## src/rtl/riscv_dm_pkg.sv

```systemverilog
// Shared RISC-V Debug Module definitions: abstract command layouts, the
// abstractcs register layout, cmderr codes and Access Register regno ranges.
package riscv_dm_pkg;

  // COMMAND register: command type plus type-specific control field.
  typedef struct packed {
    logic [7:0]  cmdtype;
    logic [23:0] control;
  } command_t;

  // Control field layout for the Access Register command (cmdtype 0).
  typedef struct packed {
    logic        zero0;
    logic [2:0]  aarsize;
    logic        aarpostincrement;
    logic        postexec;
    logic        transfer;
    logic        write;
    logic [15:0] regno;
  } access_register_t;

  // ABSTRACTCS register layout; busy and cmderr are owned by the sequencer.
  typedef struct packed {
    logic [2:0]  zero3;
    logic [4:0]  progbufsize;
    logic [10:0] zero2;
    logic        busy;
    logic        relaxedpriv;
    logic [2:0]  cmderr;
    logic [3:0]  zero1;
    logic [3:0]  datacount;
  } abstractcs_t;

  localparam logic [7:0] CMDTYPE_ACCESS_REG = 8'd0;

  localparam logic [2:0] CMDERR_NONE       = 3'd0;
  localparam logic [2:0] CMDERR_BUSY       = 3'd1;
  localparam logic [2:0] CMDERR_NOTSUP     = 3'd2;
  localparam logic [2:0] CMDERR_EXCEPT     = 3'd3;
  localparam logic [2:0] CMDERR_HALTRESUME = 3'd4;

  localparam logic [2:0] AARSIZE_32 = 3'd2;
  localparam logic [2:0] AARSIZE_64 = 3'd3;

  localparam logic [15:0] REGNO_CSR_LAST  = 16'h0FFF;
  localparam logic [15:0] REGNO_GPR_FIRST = 16'h1000;
  localparam logic [15:0] REGNO_GPR_LAST  = 16'h101F;

  // True when regno names a CSR or one of the 32 GPRs.
  function automatic logic regno_supported(input logic [15:0] regno);
    return (regno <= REGNO_CSR_LAST) ||
           ((regno >= REGNO_GPR_FIRST) && (regno <= REGNO_GPR_LAST));
  endfunction

endpackage

```

## src/rtl/riscv_dm_abstract_cmd.sv

```systemverilog
// Abstract-command sequencer of the RISC-V Debug Module. Accepts COMMAND
// writes and autoexec re-issues, validates Access Register commands, runs the
// hart register handshake and the program-buffer execution handshake, and
// owns abstractcs.busy / abstractcs.cmderr. All outputs are registered.
module riscv_dm_abstract_cmd
  import riscv_dm_pkg::*;
#(
  parameter int unsigned XLEN = 64
) (
  input  logic            clk_i,
  input  logic            rstn_i,
  input  logic            dmactive_i,
  input  logic            halted_i,
  input  logic            cmd_valid_i,
  input  logic [31:0]     cmd_i,
  input  logic            autoexec_i,
  input  logic [2:0]      cmderr_clr_i,
  output logic            busy_o,
  output logic [2:0]      cmderr_o,
  input  logic [XLEN-1:0] data_i,
  output logic [XLEN-1:0] data_o,
  output logic [1:0]      data_we_o,
  output logic            reg_req_o,
  output logic            reg_we_o,
  output logic [15:0]     reg_addr_o,
  output logic [XLEN-1:0] reg_wdata_o,
  input  logic            reg_ack_i,
  input  logic [XLEN-1:0] reg_rdata_i,
  input  logic            reg_err_i,
  output logic            exec_req_o,
  input  logic            exec_done_i,
  input  logic            exec_exc_i
);

  typedef enum logic [1:0] {
    ST_IDLE,
    ST_REG,
    ST_EXEC
  } state_e;

  // Keeps the low 32 bits of a hart-width word (all bits when XLEN is 32).
  localparam logic [XLEN-1:0] WORD_MASK = XLEN'(64'h0000_0000_FFFF_FFFF);

  state_e            state_q;
  logic              busy_q;
  logic [2:0]        cmderr_q;
  command_t          last_cmd_q;
  logic              reg_req_q;
  logic              reg_we_q;
  logic [15:0]       reg_addr_q;
  logic [XLEN-1:0]   reg_wdata_q;
  logic              exec_req_q;
  logic [XLEN-1:0]   data_q;
  logic [1:0]        data_we_q;

  logic              launch;
  command_t          launch_cmd;
  access_register_t  launch_ar;
  access_register_t  cur_ar;
  logic [2:0]        cmderr_cleared;
  logic [2:0]        check_err;
  logic              size_ok;
  logic              launch_size64;
  logic              cur_size64;

  // Launch decode: pick the command to run, apply this cycle's W1C clear,
  // and classify the command in priority order.
  always_comb begin
    // NOTE: every signal gets a default first so no path leaves it unassigned
    // and no latch is inferred.
    launch         = cmd_valid_i | autoexec_i;
    launch_cmd     = cmd_valid_i ? command_t'(cmd_i) : last_cmd_q;
    launch_ar      = access_register_t'(launch_cmd.control);
    cur_ar         = access_register_t'(last_cmd_q.control);
    cmderr_cleared = cmderr_q & ~cmderr_clr_i;
    launch_size64  = (launch_ar.aarsize == AARSIZE_64);
    cur_size64     = (cur_ar.aarsize == AARSIZE_64);
    size_ok        = (launch_ar.aarsize == AARSIZE_32) ||
                     (launch_size64 && (XLEN == 64));
    check_err      = CMDERR_NONE;
    if (launch_cmd.cmdtype != CMDTYPE_ACCESS_REG) begin
      check_err = CMDERR_NOTSUP;
    end else if (!halted_i) begin
      check_err = CMDERR_HALTRESUME;
    end else if (launch_ar.transfer &&
                 (!size_ok || !regno_supported(launch_ar.regno))) begin
      check_err = CMDERR_NOTSUP;
    end
  end

  // Sequencer FSM with all handshake and status outputs registered.
  always_ff @(posedge clk_i or negedge rstn_i) begin
    if (!rstn_i) begin
      // NOTE: last_cmd is a plain register, not a memory, so it is reset
      // along with the rest of the state.
      state_q     <= ST_IDLE;
      busy_q      <= 1'b0;
      cmderr_q    <= CMDERR_NONE;
      last_cmd_q  <= '0;
      reg_req_q   <= 1'b0;
      reg_we_q    <= 1'b0;
      reg_addr_q  <= '0;
      reg_wdata_q <= '0;
      exec_req_q  <= 1'b0;
      data_q      <= '0;
      data_we_q   <= 2'b00;
    end else if (!dmactive_i) begin
      // Debug module deactivated: abandon any hart handshake in flight.
      state_q     <= ST_IDLE;
      busy_q      <= 1'b0;
      cmderr_q    <= CMDERR_NONE;
      last_cmd_q  <= '0;
      reg_req_q   <= 1'b0;
      reg_we_q    <= 1'b0;
      reg_addr_q  <= '0;
      reg_wdata_q <= '0;
      exec_req_q  <= 1'b0;
      data_q      <= '0;
      data_we_q   <= 2'b00;
    end else begin
      // NOTE: sequential state uses non-blocking assignments so later
      // statements in this block see the pre-edge values; the last
      // assignment to a register in program order wins.
      data_we_q <= 2'b00;
      cmderr_q  <= cmderr_cleared;

      // A launch while a command is running only records the collision.
      if (launch && busy_q && (cmderr_cleared == CMDERR_NONE)) begin
        cmderr_q <= CMDERR_BUSY;
      end

      case (state_q)
        ST_IDLE: begin
          busy_q <= 1'b0;
        end

        ST_REG: begin
          if (reg_ack_i) begin
            reg_req_q <= 1'b0;
            reg_we_q  <= 1'b0;
            if (reg_err_i) begin
              cmderr_q <= CMDERR_EXCEPT;
              state_q  <= ST_IDLE;
              busy_q   <= 1'b0;
            end else begin
              if (!cur_ar.write) begin
                data_q    <= cur_size64 ? reg_rdata_i : (reg_rdata_i & WORD_MASK);
                data_we_q <= cur_size64 ? 2'b11 : 2'b01;
              end
              if (cur_ar.aarpostincrement) begin
                last_cmd_q.control[15:0] <= cur_ar.regno + 16'd1;
              end
              if (cur_ar.postexec) begin
                state_q    <= ST_EXEC;
                exec_req_q <= 1'b1;
              end else begin
                state_q <= ST_IDLE;
                busy_q  <= 1'b0;
              end
            end
          end
        end

        ST_EXEC: begin
          if (exec_done_i || exec_exc_i) begin
            exec_req_q <= 1'b0;
            state_q    <= ST_IDLE;
            busy_q     <= 1'b0;
            if (exec_exc_i) begin
              cmderr_q <= CMDERR_EXCEPT;
            end
          end
        end

        default: begin
          state_q <= ST_IDLE;
        end
      endcase

      // Fresh launch from an idle sequencer with no pending error.
      if (launch && !busy_q && (cmderr_cleared == CMDERR_NONE)) begin
        if (cmd_valid_i) begin
          last_cmd_q <= command_t'(cmd_i);
        end
        if (check_err != CMDERR_NONE) begin
          cmderr_q <= check_err;
        end else begin
          busy_q <= 1'b1;
          if (launch_ar.transfer) begin
            state_q     <= ST_REG;
            reg_req_q   <= 1'b1;
            reg_we_q    <= launch_ar.write;
            reg_addr_q  <= launch_ar.regno;
            reg_wdata_q <= launch_size64 ? data_i : (data_i & WORD_MASK);
          end else if (launch_ar.postexec) begin
            state_q    <= ST_EXEC;
            exec_req_q <= 1'b1;
          end
        end
      end
    end
  end

  // Reserved command bits carry no meaning for the sequencer.
  logic unused_fields;
  assign unused_fields = ^{launch_ar.zero0, cur_ar.zero0, cur_ar.transfer};

  assign busy_o      = busy_q;
  assign cmderr_o    = cmderr_q;
  assign data_o      = data_q;
  assign data_we_o   = data_we_q;
  assign reg_req_o   = reg_req_q;
  assign reg_we_o    = reg_we_q;
  assign reg_addr_o  = reg_addr_q;
  assign reg_wdata_o = reg_wdata_q;
  assign exec_req_o  = exec_req_q;

endmodule

```

## config.mk

```make
export PLATFORM = sky130hd
export DESIGN_NAME = riscv_dm_abstract_cmd
export DESIGN_NICKNAME = d
export VERILOG_FILES = /design/src/rtl/riscv_dm_pkg.sv /design/src/rtl/riscv_dm_abstract_cmd.sv
export SDC_FILE = /design/constraint.sdc
export NUM_CORES = 1
export LEC_CHECK = 0
export CAP_MARGIN = 20
export CORE_ASPECT_RATIO = 1.25
export CORE_UTILIZATION = 48
export DETAILED_ROUTE_END_ITERATION = 8
export HOLD_SLACK_MARGIN = 0.06
export PLACE_DENSITY = 0.95
export SYNTH_ARGS = -nofsm -noshare
export SYNTH_HDL_FRONTEND = slang
export SYNTH_SLANG_ARGS = --single-unit
```

## constraint.sdc

```tcl
create_clock -name clk_i -period 3.87 [get_ports clk_i]
set_input_delay 0.774 -clock clk_i [delete_from_list [all_inputs] [get_ports clk_i]]
set_output_delay 0.774 -clock clk_i [all_outputs]
set_load 0.01 [all_outputs]
```

==> results of run 1 <==
-- power groups by stage --
stage / Combinational, W / Sequential, W / Clock [W]
after floorplan: 0.000178 / 0.00204 / 0
after global placement: 0.000449 / 0.00204 / 0
after detailed placement: 0.000460 / 0.00204 / 0
after CTS: 0.000463 / 0.00201 / 0.00193
after global routing: 0.000499 / 0.00201 / 0.00200
final: 0.000462 / 0.00201 / 0.00189
-- path summary, 6_finish.rpt --
kind | startpoint | endpoint | slack, ns | depth (start not counted)
worst max-delay path | cmd_valid_i | reg_wdata_o[53]$_DFFE_PN0P_ | 0.89 | 8
worst min-delay path | rstn_i | data_o[22]$_DFFE_PN0P_ | 0.36 | 1
worst max register to register | last_cmd_q[28]$_DFFE_PN0P_ | reg_wdata_o[53]$_DFFE_PN0P_ | 1.43 | 6
worst min register to register | data_o[50]$_DFFE_PN0P_ | data_o[50]$_DFFE_PN0P_ | 0.50 | 1
max in group asynchronous | rstn_i | data_we_o[1]$_DFF_PN0_ | 2.58 | 2
min in group clk_i | data_o[50]$_DFFE_PN0P_ | data_o[50]$_DFFE_PN0P_ | 0.50 | 1
-- worst max-delay path: stages --
cell	delay, ns
clkdlybuf4s50_1	0.52
buf_12	0.23
or4b_1	0.52
a22oi_4	0.22
o2111ai_4	0.20
nor2_8	0.30
buf_12	0.28
mux2i_1	0.24
-- flip-flops by register name (all words and copies together), names as in the netlist --
register     count
cur_ar          23
reg_we_o         1
reg_wdata_o     64
last_cmd_q       8
busy_o           1
reg_req_o        1
data_o          64
exec_req_o       1
reg_addr_o      16
state_q          2
data_we_o        2
cmderr_o         3
-- final cells by class --
cell class,count,area [um^2],share of cell area (%)
Timing Repair Buffer,343,3450,27.5
Inverter,8,31.3,0.249
Multi-Input combinational cell,557,3480,27.8
Clock buffer,18,429,3.42
Tap cell,224,280,2.24
Sequential cell,186,4650,37.1
Antenna cell,1,2.50,0.0200
Clock inverter,14,213,1.70
-- stage by stage --
| step | hold WS, ns | instance area, um^2 | utilization [%] |
|---|---|---|---|
| finish | 0.364 | 12500 | 71.9 |
| floorplan | 0.478 | 8520 | - |
| CTS | 0.383 | 12500 | 71.9 |
| global route | 0.414 | 12500 | 71.9 |
| global placement | 0.483 | 11900 | 68.2 |
| detailed placement | 0.481 | 11900 | 68.2 |
-- cells by family after synthesis --
logic type,Yosys count,share of synthesized area [%]
multiplexers,54,6.39
flip-flops,186,54.6
AO/OA/AOI/OAI,214,17.1
buffers and inverters,74,4.76
AND/OR/NAND/NOR,269,14.8
XOR/XNOR,15,1.54
adder cells (fa/ha/maj),5,0.735
-- layer usage --
layer	vias to the layer above	wire (um)	global-route usage [%]	part of all wire, %
met2	316	13000	47.7	52
met5	-	0	0	0
met1	3773	9410	30.3	38
li1	3507	-	-	-
met4	0	613	10.7	2.5
met3	41	1790	6.85	7.2
-- placed cells by master, fill, tap and decap left out, types with 10 or more instances in the layout --
cell / netlist / final
a211oi_1: 23 / 22
clkbuf_16: 0 / 17
nor2_1: 30 / 29
nand3_1: 38 / 38
xnor2_1: 10 / 10
a21oi_1: 81 / 81
buf_4: 2 / 14
nand2_1: 146 / 146
mux2i_1: 51 / 51
o21ai_0: 36 / 36
clkdlybuf4s50_1: 0 / 323
a22o_1: 41 / 41
dfrtp_1: 186 / 186
==> results.md, run 1 <==
- Num CTS Buffers: 17
- Grt total ovfl: 0
- Starting Density: 48.9%
- Critical Path AT: 3.32 ns
- Clk Latency, worst-skew pair: 0.42 ns
- DRC Markers: 0
- Die area: 18300 um^2
- Setup WS pre-CTS: 0.440 ns
- Post-Syn Instances: 817
- Worst Path Required: 4.21 ns
- Most frequent cell after synthesis: dfrtp_1
- Switching pwr: 0.00105 W
- Net count after synthesis: 995
- Placer Congestion: 0.843
- RSZ-0062 raised after global routing: no
- Setup bufs post-CTS: 0
- Cells after DPL: 1318
- Rows: 54
- Async SR Flop Fraction: 100%
- Clock buffer depth: 2
- Outcome: completed
- Worst setup margin: 0.890 ns
- PnR Total Power: 0.00436 W
- Pwr Density: 348 nW/um^2
- Mapped cell area: 8520 um^2
- IO Pins: 326
- # fillers: 1213
- Post-route ant nets: 0
- CTS resizes: 0
- Via count: 7637
- CP Launch Type: primary input
- Post-route insts no fill: 1351
- Clk pwr share: 43.4%
- # hold bufs at CTS: 0
- Die Y: 151 um
- Fmax: 0.336 GHz
- Core area: 17400 um^2
- Vias in the first global route: 7591
- Combinational group share of total power: 10.6%
- Layout Area Growth over Synthesis: 47.2%
- Synth Warn #: 0
- Leakage power: 5.09 nW
- Final Max Tran Viols: 0
- Flops & latches, synth: 186
- Min Tclk post-route: 2.98 ns
- # H-tree levels: 4
- Clk pin slew, worst setup/hold paths: 0.07 ns
- Largest cells by area after synthesis: dfrtp_1 55%, nand2_1 6.4%, mux2i_1 6.0%, a21oi_1 4.8%, a22o_1 4.2%
- Sequential share of the synthesized area: 54.6%
- Post-DR vias/cell: 5.65
- I/O Buffers: 324
- # Max-Cap Violations: 0
- Slew of the pin with the lowest slew margin: 0.773 ns
- CP endpoint kind: flip-flop
- Total Routed Length: 24800 um
- Internal: 0.00332 W
- Total GRT Usage: 26.7%
- Sw Share: 24.0%
- Post-synth EDFFs: 0
- Max IR drop VDD: 218 uV
- Layout cells sized above 1: 6.93%
- Largest net degree at the start of global routing: 78
- Avg WL per Cell: 18.3 um
- Die Wd: 121 um
- Ys flop type: dfrtp_1
- CTS tree: done
- Final hold vios: 0
- Final Cycle Share: 77.0%
- Synthesized area per cell: 10.4 um^2
- Slew headroom: 48.5%
- Post-synth top area share: 54.6%
- Drt pass-1 iters: 5
- Drt initial violations: 450
- Initial antenna violation count: 0
- Clk root buf: clkbuf_16
- CTS sink count: 186
- Final setup fails: 0
- Hold Crit Class: primary input to async pin
- Post-DP HPWL: 17200 um
- Synth cell count leaders: 186 x dfrtp_1, 146 x nand2_1, 81 x a21oi_1
- Crit Path Max Fanout: 36
- Netlist cell types: 61
- First-pass GRT wire length: 38100 um
- Seq pwr share: 46.0%
- TNS Setup: 0 ns
- Worst Clk Skew: 0.0124 ns
- Layout Nets: 1291
- Worst Setup Path Type: primary input to flip-flop
- Area leader, netlist: dfrtp_1
No activity file was read; power rests on OpenSTA's default activity.
==> run 2, diff against run 1 <==
--- a/config.mk
+++ b/config.mk
@@ -7,10 +7,10 @@
 export LEC_CHECK = 0
 export CAP_MARGIN = 20
 export CORE_ASPECT_RATIO = 1.25
-export CORE_UTILIZATION = 48
+export CORE_UTILIZATION = 44
 export DETAILED_ROUTE_END_ITERATION = 8
 export HOLD_SLACK_MARGIN = 0.06
-export PLACE_DENSITY = 0.95
+export PLACE_DENSITY = 0.9
 export SYNTH_ARGS = -nofsm -noshare
 export SYNTH_HDL_FRONTEND = slang
 export SYNTH_SLANG_ARGS = --single-unit
==> constraint.sdc (replaced) <==
create_clock -name clk_i -period 2.9 [get_ports clk_i]
set_input_delay 0.58 -clock clk_i [delete_from_list [all_inputs] [get_ports clk_i]]
set_output_delay 0.58 -clock clk_i [all_outputs]
set_load 0.01 [all_outputs]
==> run 2 against run 1 <==
Die area grew 9.0%. Hold slack lost 0.27 ns. Final cell count grew 1.3%. Clock skew grew 0.0041 ns. First-iteration DRC count shrank 15%. Final area grew 0.96%. Register-to-register slack lost 0.85 ns. Via count shrank 0.72%. Global-route usage shrank 1.8 points. Critical path type unchanged. Critical endpoint is now reg_addr_o[11]$_DFFE_PN0P_. Largest cell class unchanged.
==> results.md, run 2 (synthesized netlist as in run 1, its figures left out) <==
- Final setup fails: 0 (unchanged)
- Total GRT Usage: 24.9% (-1.8 points)
- Initial antenna violation count: 0 (unchanged)
- Setup bufs post-CTS: 0 (unchanged)
- Core area: 18800 um^2 (+8.1%)
- Worst Clk Skew: 0.0165 ns (+0.00408 ns)
- Diode count: 0 (-1)
- Hold Slack: 0.0954 ns (-0.269 ns)
- CTS resizes: 0 (unchanged)
- Clk pin slew, worst setup/hold paths: 0.08 ns (about the same)
- Delay-heaviest family, CP: buffers and inverters
- Starting Density: 45.2% (-3.7 points)
- Worst Setup Path Type: primary input to flip-flop
- Slew of the pin with the lowest slew margin: 0.685 ns (-0.0875 ns)
- Grt total ovfl: 0 (unchanged)
- # Max-Cap Violations: 0 (unchanged)
- Rows: 56 (+3.7%)
- Worst Path Required: 3.24 ns (-0.97 ns)
- Placer Congestion: 0.925 (+9.7%)
- Leakage power: 5.15 nW (+1.2%)
- CP endpoint kind: flip-flop
- PnR Total Power: 0.00568 W (+30%)
- Final Cycle Share: 85.8%
- Largest stage delay on the critical path: 0.59 ns (+0.07 ns)
- Num CTS Buffers: 17 (unchanged)
- Critical-path cell list: clkdlybuf4s50_1 -> buf_4 -> nor4b_1 -> or3_1 -> o2111a_1 -> buf_12 -> a21oi_1 -> a211oi_1
- Slowest cell on crit path: clkdlybuf4s50_1
- Via count: 7582 (-0.72%)
- Post-DR vias/cell: 5.54 (-2.0%)
- First-pass GRT wire length: 38800 um (+1.7%)
- Avg WL per Cell: 18.1 um (-1.1%)
- Largest net degree at the start of global routing: 107 (+37%)
- Most common cell after layout, fill and taps aside: clkdlybuf4s50_1
- RSZ-0062 raised after global routing: no
- TNS Setup: 0 ns (unchanged)
- Drt initial violations: 383 (-15%)
- # hold bufs at CTS: 0 (unchanged)
- Number of cells on the critical path: 8 (unchanged)
- Post-route ant nets: 0 (unchanged)
- Crit Path Max Fanout: 45 (+25%)
- Die Y: 158 um (+4.4%)
- Max IR drop VDD: 374 uV (+72%)
- FF-to-FF End: data_o[40]$_DFFE_PN0P_
- Layout cells sized above 1: 7.92% (+0.99 points)
- Outcome: completed
- Setup WS pre-CTS: -0.0375 ns (-0.477 ns)
- Min Tclk post-route: 2.49 ns
- DRC Markers: 0 (unchanged)
- Slew headroom: 54.3% (+5.8 points)
- Crit path launch: cmd_valid_i
- Fmax: 0.402 GHz
- Die Wd: 126 um (+4.4%)
- # H-tree levels: 4 (unchanged)
- Clock buffer depth: 2 (unchanged)
- Hold Crit Class: primary input to async pin
- Post-DP HPWL: 17300 um (+0.32%)
- Final Max Tran Viols: 0 (unchanged)
- Drt pass-1 iters: 5 (unchanged)
- Final hold vios: 0 (unchanged)
- Layout Area Growth over Synthesis: 48.6%
- CP Launch Type: primary input
- I/O Buffers: 324 (unchanged)
- Die area: 19900 um^2 (+9.0%)
- Total Routed Length: 24800 um (+0.25%)
- Critical Path AT: 2.82 ns (-0.50 ns)
- Clk root buf: clkbuf_16
- CTS tree: done
- Pwr Density: 448 nW/um^2 (+29%)
- Commonest cells after routing, fill and taps aside: 323 x clkdlybuf4s50_1, 186 x dfrtp_1, 146 x nand2_1, 81 x a21oi_1, 51 x mux2i_1
- Cells after DPL: 1337 (+1.4%)
- Post-route insts no fill: 1369 (+1.3%)
- Vias in the first global route: 7552 (-0.51%)
- IO Pins: 326 (unchanged)
- CP endpoint: reg_addr_o[11]$_DFFE_PN0P_
- WP buf/inv: 3 (unchanged)
- Reg2reg setup slack: 0.58 ns (-0.85 ns)
- Reg2Reg Depth: 8 (+2)
- R2r startpoint: state_q[1]$_DFF_PN0_
- CTS sink count: 186 (unchanged)
- Layout Nets: 1302 (+0.85%)
- Worst setup margin: 0.413 ns (-0.477 ns)
- Clk Latency, worst-skew pair: 0.43 ns (about the same)
[run 2: cell count changes in the layout (fill, tap and decap cells not counted), sizes merged]
cell and change:
diode -1, clkinv +5, clkbuf -1, buf +11, clkinvlp -2, bufinv -4
inv +2
[run 2: per-layer routing]
layer | vias up | track usage (%) | routed length (um)
li1 | 3533 | - | -
met1 | 3704 | 28.9 | 9870
met2 | 298 | 43.4 | 12700
met3 | 47 | 6.66 | 1620
met4 | 0 | 10.6 | 692
met5 | - | 0 | 0
[run 2: worst min-delay path by stage]
| stage | startpoint | endpoint | cells after the start |
|---|---|---|---|
| after floorplan | rstn_i | busy_o$_DFF_PN0_ | 0 |
| after global placement | data_o[52]$_DFFE_PN0P_ | data_o[52]$_DFFE_PN0P_ | 1 |
| after global routing | rstn_i | data_o[15]$_DFFE_PN0P_ | 1 |
| after detailed placement | data_o[34]$_DFFE_PN0P_ | data_o[34]$_DFFE_PN0P_ | 1 |
| after CTS | rstn_i | data_o[12]$_DFFE_PN0P_ | 1 |
| final | rstn_i | data_o[15]$_DFFE_PN0P_ | 1 |
[run 2: where the power goes]
group | switching, W | internal [W]
clock network | 0.00118 | 0.00118
registers | 0.0000466 | 0.00263
logic | 0.000301 | 0.000333
total | 0.00153 | 0.00415
[run 2: per-stage QoR]
step	cell area, um^2	utilization (%)
after floorplan	8520	-
after global routing	12700	67.2
final	12700	67.2
after global placement	12000	63.8
after CTS	12700	67.2
after detailed placement	12000	63.9
[run 2: layout make-up]
class	instances	area, um^2
timing repair buffer	354	3580
tap	232	290
sequential	186	4650
clock buffer	17	425
clock inverter	15	196
multi-input combinational	557	3480
inverter	8	31.3
fill	1414	6190
==> RTL edit (flow settings as in run 2) <==
Reset style: synchronous (`rstn_i`), changed in one clocked block.
--- a/src/rtl/riscv_dm_abstract_cmd.sv
+++ b/src/rtl/riscv_dm_abstract_cmd.sv
@@ -91,3 +91,3 @@
   // Sequencer FSM with all handshake and status outputs registered.
-  always_ff @(posedge clk_i or negedge rstn_i) begin
+  always_ff @(posedge clk_i) begin
     if (!rstn_i) begin
Formal check against the unedited RTL: differs if rstn_i is asserted again (counterexample within 4 cycles, from zero or initial values and one cycle with rstn_i low); with rstn_i held inactive, the same outputs for 4 cycles.
==> RTL edit against run 2 <==
Register-to-register slack better by 0.23 ns; power shrank 6.8%; synthesized area is 11% lower; sequential cell count did not move; critical path depth rose by 1; setup slack better by 0.048 ns; largest cell class unchanged; wire length shrank 8.3%; cell area is 7.9% lower.
==> RTL edit: results (changes against run 2) <==
INFO  metric status = finished clean (unchanged)
INFO  metric wirelength = 22800 µm (was 24800 µm)
INFO  metric layout-drive-gt1-share = 7.28% (was 7.92%)
INFO  metric hold_path_end = data_o[54]
INFO  metric worst-r2r-cell-count = 7 (was 8)
INFO  metric grt_start_max_net_pins = 84 (was 107)
INFO  metric mappedNetlistNets = 1069 (was 995)
INFO  metric seq_area_frac_synth = 49.3% (was 54.6%)
INFO  metric first_global_vias = 7369 (was 7552)
INFO  metric regToRegSetupSlack = 0.81 ns (was 0.58 ns)
INFO  metric netlist-cell-type-count = 50 (was 61)
INFO  metric timing.final.ws_setup = 0.461 ns (was 0.413 ns)
INFO  metric post-dp-hpwl = 16600 µm (was 17300 µm)
INFO  metric final_net_count = 1374 (was 1302)
INFO  metric antenna_found_initial = 0 (unchanged)
INFO  metric hp-class = flip-flop to flip-flop (was primary input to asynchronous set/reset pin)
INFO  metric vdd.ir_drop.worst = 0.000309 V (was 0.000374 V)
INFO  metric post_synth_main_area_contributors = sky130_fd_sc_hd__dfxtp_1 49%, sky130_fd_sc_hd__nand2_1 12%, sky130_fd_sc_hd__a21oi_1 5.0% (was sky130_fd_sc_hd__dfrtp_1 55%, sky130_fd_sc_hd__nand2_1 6.4%, sky130_fd_sc_hd__mux2i_1 6.0%)
INFO  metric postSynth.asyncResetShare = 0% (was 100%)
INFO  metric slowest_cell_delay_on_critical_path = 0.56 ns (was 0.59 ns)
INFO  metric relSlewSlack = 62.7% (was 54.3%)
INFO  metric total_leakage_power = 3.99 nW (was 5.15 nW)
INFO  metric endpoint = reg_addr_o[5] (was reg_addr_o[11])
INFO  metric layout.filler_cells = 1263 (was 1414)
INFO  metric resized_cells_post_cts = 0 (unchanged)
INFO  metric drt-vias-per-instance = 5.26 (was 5.54)
INFO  metric gp_routability_congestion = 0.848 (was 0.925)
INFO  metric placed_area = 11100 µm² (was 12000 µm²)
INFO  metric grt_first_pass_wirelength = 35700 µm (was 38800 µm)
INFO  metric globalRouteTotalUtil = 25.4% (was 24.9%)
INFO  metric synth_top_flop_cell = sky130_fd_sc_hd__dfxtp_1 (was sky130_fd_sc_hd__dfrtp_1)
INFO  metric worst-endpoint-arrival = 2.73 ns (was 2.82 ns)
INFO  metric dp_worst_slack = 0.0320 ns (was -0.0375 ns)
INFO  metric drt-initial-drc-count = 350 (was 383)
INFO  metric synthTopCellsByCount = 242 x sky130_fd_sc_hd__nand2_1, 186 x sky130_fd_sc_hd__dfxtp_1, 75 x sky130_fd_sc_hd__a21oi_1 (was 186 x sky130_fd_sc_hd__dfrtp_1, 146 x sky130_fd_sc_hd__nand2_1, 81 x sky130_fd_sc_hd__a21oi_1)
INFO  metric worstReg2RegEnd = cur_ar[14] (was data_o[40])
INFO  metric worst_clock_skew = 0.0108 ns (was 0.0165 ns)
INFO  metric worst-path-max-fanout = 22 (was 45)
INFO  metric power.switching = 0.00128 W (was 0.00153 W)
## RTL edit: cell types whose count changed after synthesis, sizes merged, moves of 17 or more
cell	change
dfrtp	-186
dfxtp	+186
nand2	+96
nand4	+43
o21ai	+26
a22o	-22
a211oi	-21
mux2i	-17
## RTL edit: cell type report
cell class / instances / area share [%]
clock buffers: 18 / 3.77
clock inverters: 14 / 1.06
inverters: 7 / 0.225
multi-input cells: 627 / 29.9
flip-flops and latches: 186 / 31.9
well taps: 220 / 2.36
repair buffers: 357 / 30.8
## RTL edit: power by group through the flow
stage | logic (W) | registers, W | clock network, W
6_report | 0.000480 | 0.00259 | 0.00222
2_1_floorplan | 0.000168 | 0.00264 | 0
3_3_place_gp | 0.000471 | 0.00265 | 0
5_1_grt | 0.000519 | 0.00259 | 0.00238
4_1_cts | 0.000481 | 0.00259 | 0.00228
3_5_place_dp | 0.000478 | 0.00265 | 0
## RTL edit: metal layers
metal	GRT usage (%)	wire length (µm)	part of all wire, %
met1	27.6	8850	39
met2	45.6	11400	50
met3	7.98	1980	8.7
met4	10.1	510	2.2
met5	0	0	0
## RTL edit: metrics by stage
step / cells / hold slack (ns) / util [%]
after floorplan: 891 / 0.432 / -
after global placement: 1397 / 0.436 / 66.1
after detailed placement: 1397 / 0.443 / 66.1
after CTS: 1429 / 0.453 / 69.5
after global routing: 1429 / 0.465 / 69.5
final: 1429 / 0.451 / 69.5
## RTL edit: cell families after synthesis
logic type               count (synthesis)  share of synthesized area [%]
AO/OA/AOI/OAI                          182                           14.0
adder cells (fa/ha/maj)                  5                          0.829
flip-flops                             186                           49.3
multiplexers                            46                           6.30
AND/OR/NAND/NOR                        379                           23.0
buffers and inverters                   78                           4.89
XOR/XNOR                                15                           1.74
